--- config.mk ---
export PLATFORM = sky130hd
export DESIGN_NAME = riscorvo_mem_arbiter
export DESIGN_NICKNAME = d
export VERILOG_FILES = /design/src/rtl/riscorvo_pkg.sv /design/src/rtl/riscorvo_mem_arbiter.sv
export SDC_FILE = /design/constraint.sdc
export NUM_CORES = 1
export LEC_CHECK = 0
export BUFFER_PORTS_ARGS = -buffer_cell sky130_fd_sc_hd__buf_4
export CELL_PAD_IN_SITES_DETAIL_PLACEMENT = 1
export CELL_PAD_IN_SITES_GLOBAL_PLACEMENT = 1
export CORE_MARGIN = 1
export CORE_UTILIZATION = 25
export CTS_BUF_LIST = sky130_fd_sc_hd__clkbuf_8
export DETAILED_ROUTE_END_ITERATION = 10
export PLACE_DENSITY_LB_ADDON = 0.25
export SYNTH_ARGS = -nofsm -noshare
export SYNTH_HDL_FRONTEND = slang
export SYNTH_SLANG_ARGS = --single-unit
--- constraint.sdc ---
create_clock -name clk -period 3.4 [get_ports clk]
set_input_delay 0 -clock clk [delete_from_list [all_inputs] [get_ports clk]]
set_output_delay 0 -clock clk [all_outputs]
set_load 0.005 [all_outputs]
--- src/rtl/riscorvo_pkg.sv ---
// Shared types and constants for the riscorvo memory subsystem.
//   arb_state_t   : memory arbiter FSM states
//   mem_req_t     : latched memory request payload (addr, wdata, rw, mask)
//   MEM_MASK_WORD : byte-enable pattern for a full-word access
package riscorvo_pkg;

  localparam int unsigned XLEN   = 32;
  localparam int unsigned MASK_W = 4;

  localparam logic [MASK_W-1:0] MEM_MASK_WORD = 4'hF;

  typedef enum logic [1:0] {
    IDLE  = 2'd0,
    GNT_I = 2'd1,
    GNT_D = 2'd2
  } arb_state_t;

  typedef struct packed {
    logic [XLEN-1:0]   addr;
    logic [XLEN-1:0]   wdata;
    logic              rw;
    logic [MASK_W-1:0] mask;
  } mem_req_t;

endpackage

--- src/rtl/riscorvo_mem_arbiter.sv ---
// Shares one memory port between the core's fetch and data interfaces.
// Data has priority; a streak counter lets a pending fetch win after
// MAX_DATA_STREAK consecutive data grants made from IDLE. A watchdog aborts a
// granted access that sees no ready_i within TIMEOUT_CYCLES (0 disables it).
// Ports:
//   clk, reset_n                         clock, synchronous active-low reset
//   valid_instr_i/addr_instr_i           fetch request
//   ready_instr_o/data_instr_o           fetch completion pulse and read data
//   valid_data_i/addr_data_i/write_data_i/read_write_i/mask_data_i
//                                        data request
//   ready_data_o/read_data_o             data completion pulse and load data
//   valid_o/addr_o/write_data_o/read_write_o/mask_o
//                                        latched memory request
//   ready_i/read_data_i                  memory completion and read data
//   err_o                                pulse on watchdog abort
module riscorvo_mem_arbiter
  import riscorvo_pkg::*;
#(
  parameter int unsigned MAX_DATA_STREAK = 4,
  parameter int unsigned TIMEOUT_CYCLES  = 256
) (
  input  logic              clk,
  input  logic              reset_n,
  input  logic              valid_instr_i,
  input  logic [XLEN-1:0]   addr_instr_i,
  output logic              ready_instr_o,
  output logic [XLEN-1:0]   data_instr_o,
  input  logic              valid_data_i,
  input  logic [XLEN-1:0]   addr_data_i,
  input  logic [XLEN-1:0]   write_data_i,
  input  logic              read_write_i,
  input  logic [MASK_W-1:0] mask_data_i,
  output logic              ready_data_o,
  output logic [XLEN-1:0]   read_data_o,
  output logic              valid_o,
  output logic [XLEN-1:0]   addr_o,
  output logic [XLEN-1:0]   write_data_o,
  output logic              read_write_o,
  output logic [MASK_W-1:0] mask_o,
  input  logic              ready_i,
  input  logic [XLEN-1:0]   read_data_i,
  output logic              err_o
);

  localparam int unsigned STREAK_W = 4;
  localparam int unsigned WDOG_W   = (TIMEOUT_CYCLES == 0) ? 1 : $clog2(TIMEOUT_CYCLES + 1);

  localparam logic [STREAK_W-1:0] STREAK_LIMIT = STREAK_W'(MAX_DATA_STREAK);
  localparam logic [STREAK_W-1:0] STREAK_MAX   = '1;
  // Abort fires in the TIMEOUT_CYCLES-th granted cycle, i.e. count == limit-1.
  localparam logic [WDOG_W-1:0]   WDOG_LAST    =
    WDOG_W'((TIMEOUT_CYCLES == 0) ? 0 : TIMEOUT_CYCLES - 1);
  localparam logic [WDOG_W-1:0]   WDOG_MAX     = '1;

  arb_state_t          r_state, w_state_nxt;
  mem_req_t            r_req, w_req_nxt;
  mem_req_t            w_req_instr, w_req_data;
  logic [STREAK_W-1:0] r_streak, w_streak_nxt;
  logic [WDOG_W-1:0]   r_wdog, w_wdog_nxt;
  logic                w_grant_i, w_grant_d;
  logic                w_fetch_pending;
  logic                w_wdog_hit;
  logic                w_busy;
  logic                w_abort;

  // Request payloads; a fetch is always a full-word read.
  always_comb begin
    w_req_instr.addr  = addr_instr_i;
    w_req_instr.wdata = '0;
    w_req_instr.rw    = 1'b0;
    w_req_instr.mask  = MEM_MASK_WORD;
    w_req_data.addr   = addr_data_i;
    w_req_data.wdata  = write_data_i;
    w_req_data.rw     = read_write_i;
    w_req_data.mask   = mask_data_i;
  end

  assign w_busy     = (r_state != IDLE);
  assign w_wdog_hit = (TIMEOUT_CYCLES != 0) && (r_wdog == WDOG_LAST);
  assign w_abort    = w_busy && !ready_i && w_wdog_hit;
  // A fetch just completing has its valid ignored for streak accounting.
  assign w_fetch_pending = valid_instr_i && (r_state != GNT_I);

  // State, latches and counters.
  always_ff @(posedge clk) begin
    if (!reset_n) begin
      r_state  <= IDLE;
      r_req    <= '0;
      r_streak <= '0;
      r_wdog   <= '0;
    end else begin
      r_state  <= w_state_nxt;
      r_req    <= w_req_nxt;
      r_streak <= w_streak_nxt;
      r_wdog   <= w_wdog_nxt;
    end
  end

  // Arbitration, completion hand-off and watchdog abort.
  always_comb begin
    w_state_nxt  = r_state;
    w_req_nxt    = r_req;
    w_streak_nxt = r_streak;
    w_wdog_nxt   = r_wdog;
    w_grant_i    = 1'b0;
    w_grant_d    = 1'b0;

    case (r_state)
      IDLE: begin
        if (valid_data_i && !(valid_instr_i && (r_streak == STREAK_LIMIT))) begin
          w_grant_d = 1'b1;
        end else if (valid_instr_i) begin
          w_grant_i = 1'b1;
        end
      end
      GNT_I: begin
        if (ready_i) begin
          if (valid_data_i) w_grant_d = 1'b1;
          else              w_state_nxt = IDLE;
        end else if (w_wdog_hit) begin
          w_state_nxt = IDLE;
        end
      end
      GNT_D: begin
        if (ready_i) begin
          if (valid_instr_i) w_grant_i = 1'b1;
          else               w_state_nxt = IDLE;
        end else if (w_wdog_hit) begin
          w_state_nxt = IDLE;
        end
      end
      default: w_state_nxt = IDLE;
    endcase

    if (w_grant_d) begin
      w_state_nxt  = GNT_D;
      w_req_nxt    = w_req_data;
      w_wdog_nxt   = '0;
      w_streak_nxt = !w_fetch_pending ? '0 :
                     (r_streak == STREAK_MAX) ? r_streak : r_streak + STREAK_W'(1);
    end else if (w_grant_i) begin
      w_state_nxt  = GNT_I;
      w_req_nxt    = w_req_instr;
      w_wdog_nxt   = '0;
      w_streak_nxt = '0;
    end else if (!w_busy) begin
      w_wdog_nxt   = '0;
    end else if (r_wdog != WDOG_MAX) begin
      w_wdog_nxt   = r_wdog + WDOG_W'(1);
    end
  end

  // Requester-side responses; suppressed while reset is asserted.
  assign ready_instr_o = reset_n && (r_state == GNT_I) && (ready_i || w_abort);
  assign ready_data_o  = reset_n && (r_state == GNT_D) && (ready_i || w_abort);
  assign data_instr_o  = (ready_instr_o && ready_i) ? read_data_i : '0;
  assign read_data_o   = (ready_data_o && ready_i) ? read_data_i : '0;
  assign err_o         = reset_n && w_abort;

  // Memory-side request straight from the latches.
  assign valid_o      = w_busy;
  assign addr_o       = r_req.addr;
  assign write_data_o = r_req.wdata;
  assign read_write_o = r_req.rw;
  assign mask_o       = r_req.mask;

endmodule
; ---- Word level (Yosys, flattened, before mapping)
; Cells that the tools add are included.
[classes]
shift = 0
reduce_logical = 23
n_eq_ne = 14
muxes = 24
div_mod_pow = 0
bitwise_logic = 2
order_cmp = 0
n_mul = 0
addsub = 2
[ops]
columns = op, count
row1 = 69-bit two-way mux, 2
row2 = 32-bit two-way mux, 2
row3 = 4-bit two-way mux, 4
row4 = 2-bit two-way mux, 7
row5 = 1-bit logical AND, 12
row6 = 5-bit inequality test (second input constant), 2
row7 = 9-bit by 1-bit adder with 9-bit output (second input constant), 1
row8 = 9-bit by 8-bit == test with 1-bit output (second input constant), 1
row9 = 9-bit inequality test (second input constant), 1
row10 = 4-bit inequality test (second input constant), 2
row11 = 1-bit two-way mux, 6
row12 = 3-bit inequality test (second input constant), 2
row13 = 2-bit one-hot mux with 3 select lines, 1
row14 = 3-bit AND reduction, 2
row15 = 4-bit by 1-bit adder with 4-bit output (second input constant), 1
row16 = 4-bit by 3-bit == test with 1-bit output (second input constant), 1
row17 = 4-bit == test (second input constant), 1
row18 = 1-bit one-hot mux with 2 select lines, 2
row19 = 2-bit nonzero test, 2
row20 = 4-bit OR reduction, 1
row21 = 2-bit by 1-bit == test with 1-bit output (second input constant), 1
row22 = 2-bit == test (second input constant), 1
row23 = 1-bit zero test, 2
row24 = 2-bit zero test, 1
row25 = other kinds (6), 7
[word_totals]
inputBits = 138
memories = 0
regBits = 84
mem_bits_ro = 0
latchBits = 0
word_cells = 73
output_inout_bits = 137
mem_bits_rw = 0

; ---- Depth between registers and ports, before layout
; Gate-level depths: netlist of run 1.
[depth]
depth_word = 8
mapped_depth = 9
mapped_depth_nobuf = 8

; ---- Least setup slack after synthesis of run 1
; OpenSTA, ideal clock, no wires.
[synth_path]
path_kind = register to register
from = register r_wdog[0]
to = register r_wdog[7]
arrival_time_ns = 1.617
stages_incl_launch_ff = 10
setup_time_ns = 0.125
period_less_slack_ns = 1.742
path_buffers = 1
setup_slack_ns = 1.658
cell_sequence = dfxtp_1 ha_1 nand3_1 nor2_1 ha_1 clkbuf_1 nand4b_1 nor3_1 xnor2_1 nor2_1
[synth_via]
elab_chain_len = 1
word_cells_on_any_way = 2
classes_between = add/sub: 1 / eq/ne: 1
[synth_lines]
columns = item, line
row1 = from (decl), riscorvo_mem_arbiter.sv:59  ; logic [WDOG_W-1:0] r_wdog, w_wdog_nxt;
row2 = from (signal assigned), riscorvo_mem_arbiter.sv:95  ; r_wdog <= w_wdog_nxt;
row3 = 9-bit by 1-bit adder with 9-bit output / 9-bit inequality test (equally long branches), "riscorvo_mem_arbiter.sv:149, riscorvo_mem_arbiter.sv:148"
; Parallel ways exist; a longest one is shown, timed or not.
; A chain may end at the register's enable or synchronous reset.

; ---- Worst setup path after layout of run 1
[layout_path]
from = register r_state[1]
to = register r_req, in the netlist addr_o[5]
[layout_via]
elab_chain_len = 3
word_cells_on_any_way = 7
classes_between = eq/ne: 2 / mux: 3 / reduce/logical: 2
[layout_lines]
columns = item, line
row1 = from (decl), riscorvo_mem_arbiter.sv:55  ; arb_state_t r_state, w_state_nxt;
row2 = from (signal assigned), riscorvo_mem_arbiter.sv:92  ; r_state <= w_state_nxt;
row3 = "2-bit by 1-bit == test with 1-bit output, or another cell as far along", riscorvo_mem_arbiter.sv:108  ; case (r_state)
row4 = 1-bit one-hot mux with 2 select lines, riscorvo_mem_arbiter.sv:108
row5 = 69-bit two-way mux / 2-bit nonzero test (equally long branches), -
row6 = to (signal assigned), riscorvo_mem_arbiter.sv:93  ; r_req <= w_req_nxt;
row7 = to (decl), riscorvo_mem_arbiter.sv:56  ; mem_req_t r_req, w_req_nxt;
; Parallel ways exist; a longest one is shown, timed or not.

==> impl_metrics.ini, run 1 <==
[sta]
finalCriticalPeriod_ns = 2.52
finalSetupViolCount = 0
rsz0062_at_grt = false
tns_ns = 0
relSlewSlack_pct = 41.6
maxSlewViolCount = 0
final_hold_viol_count = 0
worstMarginPinSlew_ns = 0.876
fin_skew_ns = 0.0108
fmax_mhz = 397
finalCritPeriodShare_pct = 74.1

[yosys]
ys_ff_latch = 84
synth.avg_cell_area_um2 = 9.46
ys_warn_count = 0
syn_nets = 558
ys_async_sr_fraction_pct = 0
synth_top_family_by_area = compound AO/OA/AOI/OAI gates
synthTopCellsByArea = dfxtp_1, mux2i_1, a22o_1, and3_1, and2_1
synthAdderAreaFrac_pct = 2.57
synthMuxAreaShare_pct = 8.48
synth-edff-count = 0
synth_compound_area_share_pct = 20.3
netlist_area_um2 = 3900
postSynthCellCount = 412
synth_area_leader_cell = dfxtp_1
seq_area_frac_synth_pct = 43.2
synth-simple-area-share_pct = 16.9
synth-xor-area-share_pct = 1.57
synthFlopType = dfxtp_1
yosysTopAreaCellShare_pct = 43.2
ys_types = 35

[clocking]
clkLatencyLatePin_ns = 0.35
cts_tree = built
cts-buffers-inserted = 9
ctsHtreeMaxLevel = 3
path_clk_slew_ns = 0.08
cts_num_sinks = 84
ctsRootBufferMaster = clkbuf_8
cts_resized = 0
clockBufferDepth = 2

[run]
drv_cap = 0

[critical_path]
crit_family = buffers and inverters
start_kind = register
slowest_delay_ns = 0.58
cp_cell_sequence = inv_1 -> ha_1 -> and3_1 -> a31oi_4 -> buf_4 -> mux2i_1 -> dlygate4sd3_1 -> a21oi_1
critPathKind = register to register
crit_fanout = 26
r2r-start = r_state[1]
crit_path_end_kind = register
startpoint = r_state[1]
crit_buf_inv = 3
required_ns = 3.61
cp_slowest_cell = dlygate4sd3_1
worstPathArrival_ns = 2.73

[grt]
grt-ovfl-total = 0
grt_max_degree = 48
grt_pass1_vias = 4803
grt_pass1_wl_um = 24500
antenna_found_initial = 0
grt_usage_pct = 19.2

[floorplan]
io_pins = 275
core_um2 = 15200
die_h_um = 127
rows = 45
die-area_um2 = 16100
initial_utilization_pct = 25.6
die_x_um = 127

[place]
place.gp.congestion = 0.720
placed_area_um2 = 6020
hpwl_um = 10700
port_buffers = 274

[layout]
drive_gt1_share_pct = 38.9
final_nets = 913
num_antenna_cells = 0
final_area_um2 = 7190
areaGrowthSynthToFinish_pct = 84.6

[routing]
num_vias = 4550
wl_um = 15700
ant_nets = 0
first_pass_iters = 4
dr.first_iter.drc_count = 131
drc = 0
routed_via_density = 4.74
avgRoutedWirePerCell_um = 16.3

[status]
status = complete, no violations

[hold_path]
min_from = addr_instr_i[23]
hp-class = input port to register

[power_and_ir_drop]
power_leakage_uw = 0.00356
max-vdd-ir-drop_mv = 0.166
power_density_nw_per_um2 = 372
tightest hold or removal path, delay by kind of cell:
kind / cells / cell delay, ns
buf+inv: 1 / 0.07
compound gates: 1 / 0.18
mux: 1 / 0.05
kinds of logic (layout without fill, tap and decap cells):
logic type,Yosys count,after routing
flip-flops,84,84
AO/OA/AOI/OAI,122,122
multiplexers,33,33
buffers and inverters,45,405
AND/OR/NAND/NOR,113,113
adder cells (fa/ha/maj),8,8
XOR/XNOR,7,7
path summary, 6_finish.rpt:
path / endpoint / slack [ns] / depth (start not counted)
max: addr_o[5] / 0.88 / 8
min: addr_o[23] / 0.01 / 3
max reg2reg: addr_o[5] / 0.88 / 8
min reg2reg: write_data_o[18] / 0.49 / 1
area by class of cell:
cell class              count  area (µm²)
multi-input cells         283        1960
clock inverters             6        41.3
inverters                   9        33.8
clock buffers              10         138
repair buffers            380        3100
well taps                 188         235
flip-flops and latches     84        1680
fillers                  1795        8010
per-layer routing:
layer	track usage, %	share of wire, %	up-vias	wire (µm)
met3	2.83	4.4	28	683
met4	7.70	2.7	0	422
met2	39.6	58	152	9010
li1	-	-	2187	-
met1	18.8	35	2183	5540
met5	0	0	-	0
registers in the layout (all words and copies together) (netlist names):
name / cells
r_streak: 4
mask_o: 4
r_wdog: 9
write_data_o: 32
r_state: 2
read_write_o: 1
addr_o: 32
timing repair:
| action | CTS | global route |
|---|---|---|
| hold buffers | 99 | 0 |
| setup buffers | 0 | 0 |
| endpoints found under the hold margin | 68 | 0 |
layout by cell type, fill, tap and decap left out, drive strengths merged:
cell type / synthesis / layout
o2111ai: 1 / 1
a21o: 2 / 2
nor3: 2 / 2
and3: 36 / 36
a211oi: 1 / 1
nor2: 15 / 15
xnor2: 3 / 3
o221a: 4 / 4
clkbuf: 20 / 10
a21boi: 2 / 2
a22oi: 1 / 1
nand2: 6 / 6
nand4b: 4 / 4
nand3: 9 / 9
a31oi: 2 / 2
o21bai: 1 / 1
and2: 34 / 34
clkinv: 0 / 3
mux2i: 33 / 33
xor2: 4 / 4
clkinvlp: 0 / 2
dlygate4sd3: 0 / 99
nor3b: 3 / 3
a21oi: 38 / 38
dfxtp: 84 / 84
a22o: 34 / 34
nor4bb: 1 / 1
nor2b: 3 / 3
inv: 9 / 10
o21ai: 36 / 36
buf: 16 / 281
ha: 8 / 8
synth_stat cells (2+ instances only):
library cell  instances
clkbuf_1             19
nor2_1               15
a22o_1               34
buf_6                 5
buf_2                 4
o21ai_0              16
o21ai_1              20
a31oi_1               2
a21o_1                2
and3_1               36
a21boi_0              2
nor3_1                2
nor3b_1               3
a21oi_1              38
xnor2_1               3
nand3_1               9
and2_1               34
xor2_1                4
nand4b_1              4
inv_1                 9
dfxtp_1              84
buf_12                3
ha_1                  8
mux2i_1              33
nor2b_1               3
nand2_1               6
o221a_1               4
buf_4                 3
report_power, final:
part	total [µW]	internal, µW	switching (µW)
combinational	869	501	368
sequential	1160	1090	65.0
clock	650	284	366
total	2680	1880	799
through the flow:
| step | hold slack, ns | total power, µW | util [%] | setup WS, ns | instances |
|---|---|---|---|---|---|
| after floorplan | 0.0343 | 1530 | - | 1.66 | 412 |
| after global placement | 0.217 | 1880 | 39.6 | 1.33 | 845 |
| after detailed placement | 0.222 | 1910 | 39.6 | 1.18 | 845 |
| after CTS | 0.00991 | 2700 | 47.3 | 0.865 | 960 |
| after global routing | 0.00800 | 2840 | 47.3 | 0.728 | 960 |
| final | 0.00955 | 2680 | 47.3 | 0.882 | 960 |
Power figures use the tool's default switching activity.
==> run 2: changes to the inputs <==
Clock period 3.4 ns to 2.2 ns, I/O delays scaled along.
==> run 2 against run 1 <==
  * Clock-buffer cell count is 1 lower
  * Cell count is 0.31% higher
  * Via count is 1.2% higher
  * Combinational power is 52% higher
  * Cell area is 0.90% higher
  * Sequential share of layout area is 0.21 points lower
  * Setup slack worse by 0.68 ns
  * Critical path depth is 1 lower
  * First-iteration DRC count is 1.5% higher
  * Core utilization is 0.43 points higher
  * Global-route usage is 1.5 points higher
  * Total power is 56% higher
  * Critical endpoint is now write_data_o[0]
  * Largest cell class unchanged
==> impl_metrics.ini, run 2 (same netlist as run 1, synthesis figures left out) <==
[grt]
antenna_found_initial = 2
grt_max_degree = 71
grt_pass1_vias = 4948
use_met2_pct = 43.3
grt-ovfl-total = 0
grt.busiest_layer = met2
grt_pass1_wl_um = 25800
use_met1_pct = 18.9
grt_use_met3_pct = 3.16
grt_usage_pct = 20.7

[layout]
areaGrowthSynthToFinish_pct = 86.2
drive_gt1_share_pct = 38.7
final_nets = 914
final_cell_mix = buf_4, dlygate4sd3_1, dfxtp_1, a21oi_1, and3_1
final_common_cell = buf_4

[power_and_ir_drop]
power_leakage_uw = 0.00359
comb_power_share_pct = 31.5
p_seq_share_pct = 42.9
p_sw_share_pct = 29.8
max-vdd-ir-drop_mv = 0.261
p_switching_uw = 1250
power_density_nw_per_um2 = 577
clock_power_share_pct = 25.6
internal_power_uw = 2940

[clocking]
ctsRootBufferMaster = clkbuf_8
path_clk_slew_ns = 0.09
ctsHtreeMaxLevel = 3
clkLatencyLatePin_ns = 0.35
cts-buffers-inserted = 9
post_cts_buffers = 0
clockBufferDepth = 2
cts_tree = built
cts_num_sinks = 84

[place]
port_buffers = 274
hpwl_um = 10600
place_ws_ns = 0.268
place.gp.congestion = 0.792

[sta]
rsz0062_at_grt = false
finalWorstSetupSlack_ns = 0.200
final_hold_viol_count = 0
finalSetupViolCount = 0
finalCriticalPeriod_ns = 2.00
tns_ns = 0
whs_ns = 0.0463
finalCritPeriodShare_pct = 90.9
worstMarginPinSlew_ns = 0.588
fin_skew_ns = 0.0150
fmax_mhz = 500
relSlewSlack_pct = 60.8
maxSlewViolCount = 0

[critical_path]
crit_path_end_kind = register
worstPathArrival_ns = 2.29
critPathKind = register to register
rrSetupSlack_ns = 0.20
crit_fanout = 33
required_ns = 2.49
start_kind = register

[hold_path]
hp-class = input port to register

[routing]
first_pass_iters = 4
drc = 0
routed_via_density = 4.78
avgRoutedWirePerCell_um = 17.9
dr.first_iter.drc_count = 133
wl_um = 17200
num_vias = 4603
ant_nets = 0

[floorplan]
die_x_um = 127
initial_utilization_pct = 25.6
core_um2 = 15200
die-area_um2 = 16100
io_pins = 275
die_h_um = 127
rows = 45

[run]
drv_cap = 0

[status]
status = complete, no violations
run 2: cell count changes in the layout (fill, tap and decap cells not counted), moves of 2 or more:
cell           previous run  this run
buf_12                    0         3
buf_4                   281       276
clkinv_2                  1         3
clkinv_4                  2         0
diode_2                   0         2
dlygate4sd3_1            99       102
run 2: per-layer routing:
metal,up-vias,wire length [µm]
li1,2190,-
met1,2199,5770
met2,174,10100
met3,40,687
met4,0,639
met5,-,0
run 2: through the flow:
step	instance area (µm²)	util, %	total power (µW)	instances
6_report	7260	47.7	4190	963
5_1_grt	7260	47.7	4410	963
4_1_cts	7250	47.7	4190	961
3_5_place_dp	6040	39.8	2960	843
3_3_place_gp	6040	39.8	2920	843
2_1_floorplan	3900	-	2360	412
run 2: final cells by class:
cell class,count,area (µm²)
fill,1777,7950
timing repair buffer,381,3150
multi-input combinational,283,1960
sequential,84,1680
tap,188,235
clock buffer,9,124
clock inverter,7,60.1
inverter,9,33.8
antenna,2,5.00
run 2: repair_timing:
item / 4_1_cts / 5_1_grt
endpoints found under the setup margin: 2 / 0
endpoints found under the hold margin: 72 / 0
hold buffers: 102 / 0
resized for setup: 2 / 0
run 2: final timing paths:
| check | from | to | cells after the start |
|---|---|---|---|
| setup / recovery | r_state[0] | write_data_o[0] | 7 |
| hold / removal | valid_data_i | r_state[1] | 3 |
| setup reg to reg | r_state[0] | write_data_o[0] | 7 |
| hold reg to reg | write_data_o[30] | write_data_o[30] | 1 |
run 2: power groups by stage:
stage               sequential (µW)  combinational, µW  clock, µW
finish                         1790               1320       1070
global route                   1810               1420       1180
CTS                            1790               1290       1110
detailed placement             1820               1140          0
global placement               1810               1110          0
floorplan                      1820                544          0
run 2: critical path: stages (launching register included):
cell	delay, ns
dfxtp_1	0.36
inv_1	0.09
ha_1	0.33
a21o_1	0.23
a22oi_2	0.30
and2_1	0.23
buf_12	0.21
a22o_1	0.20
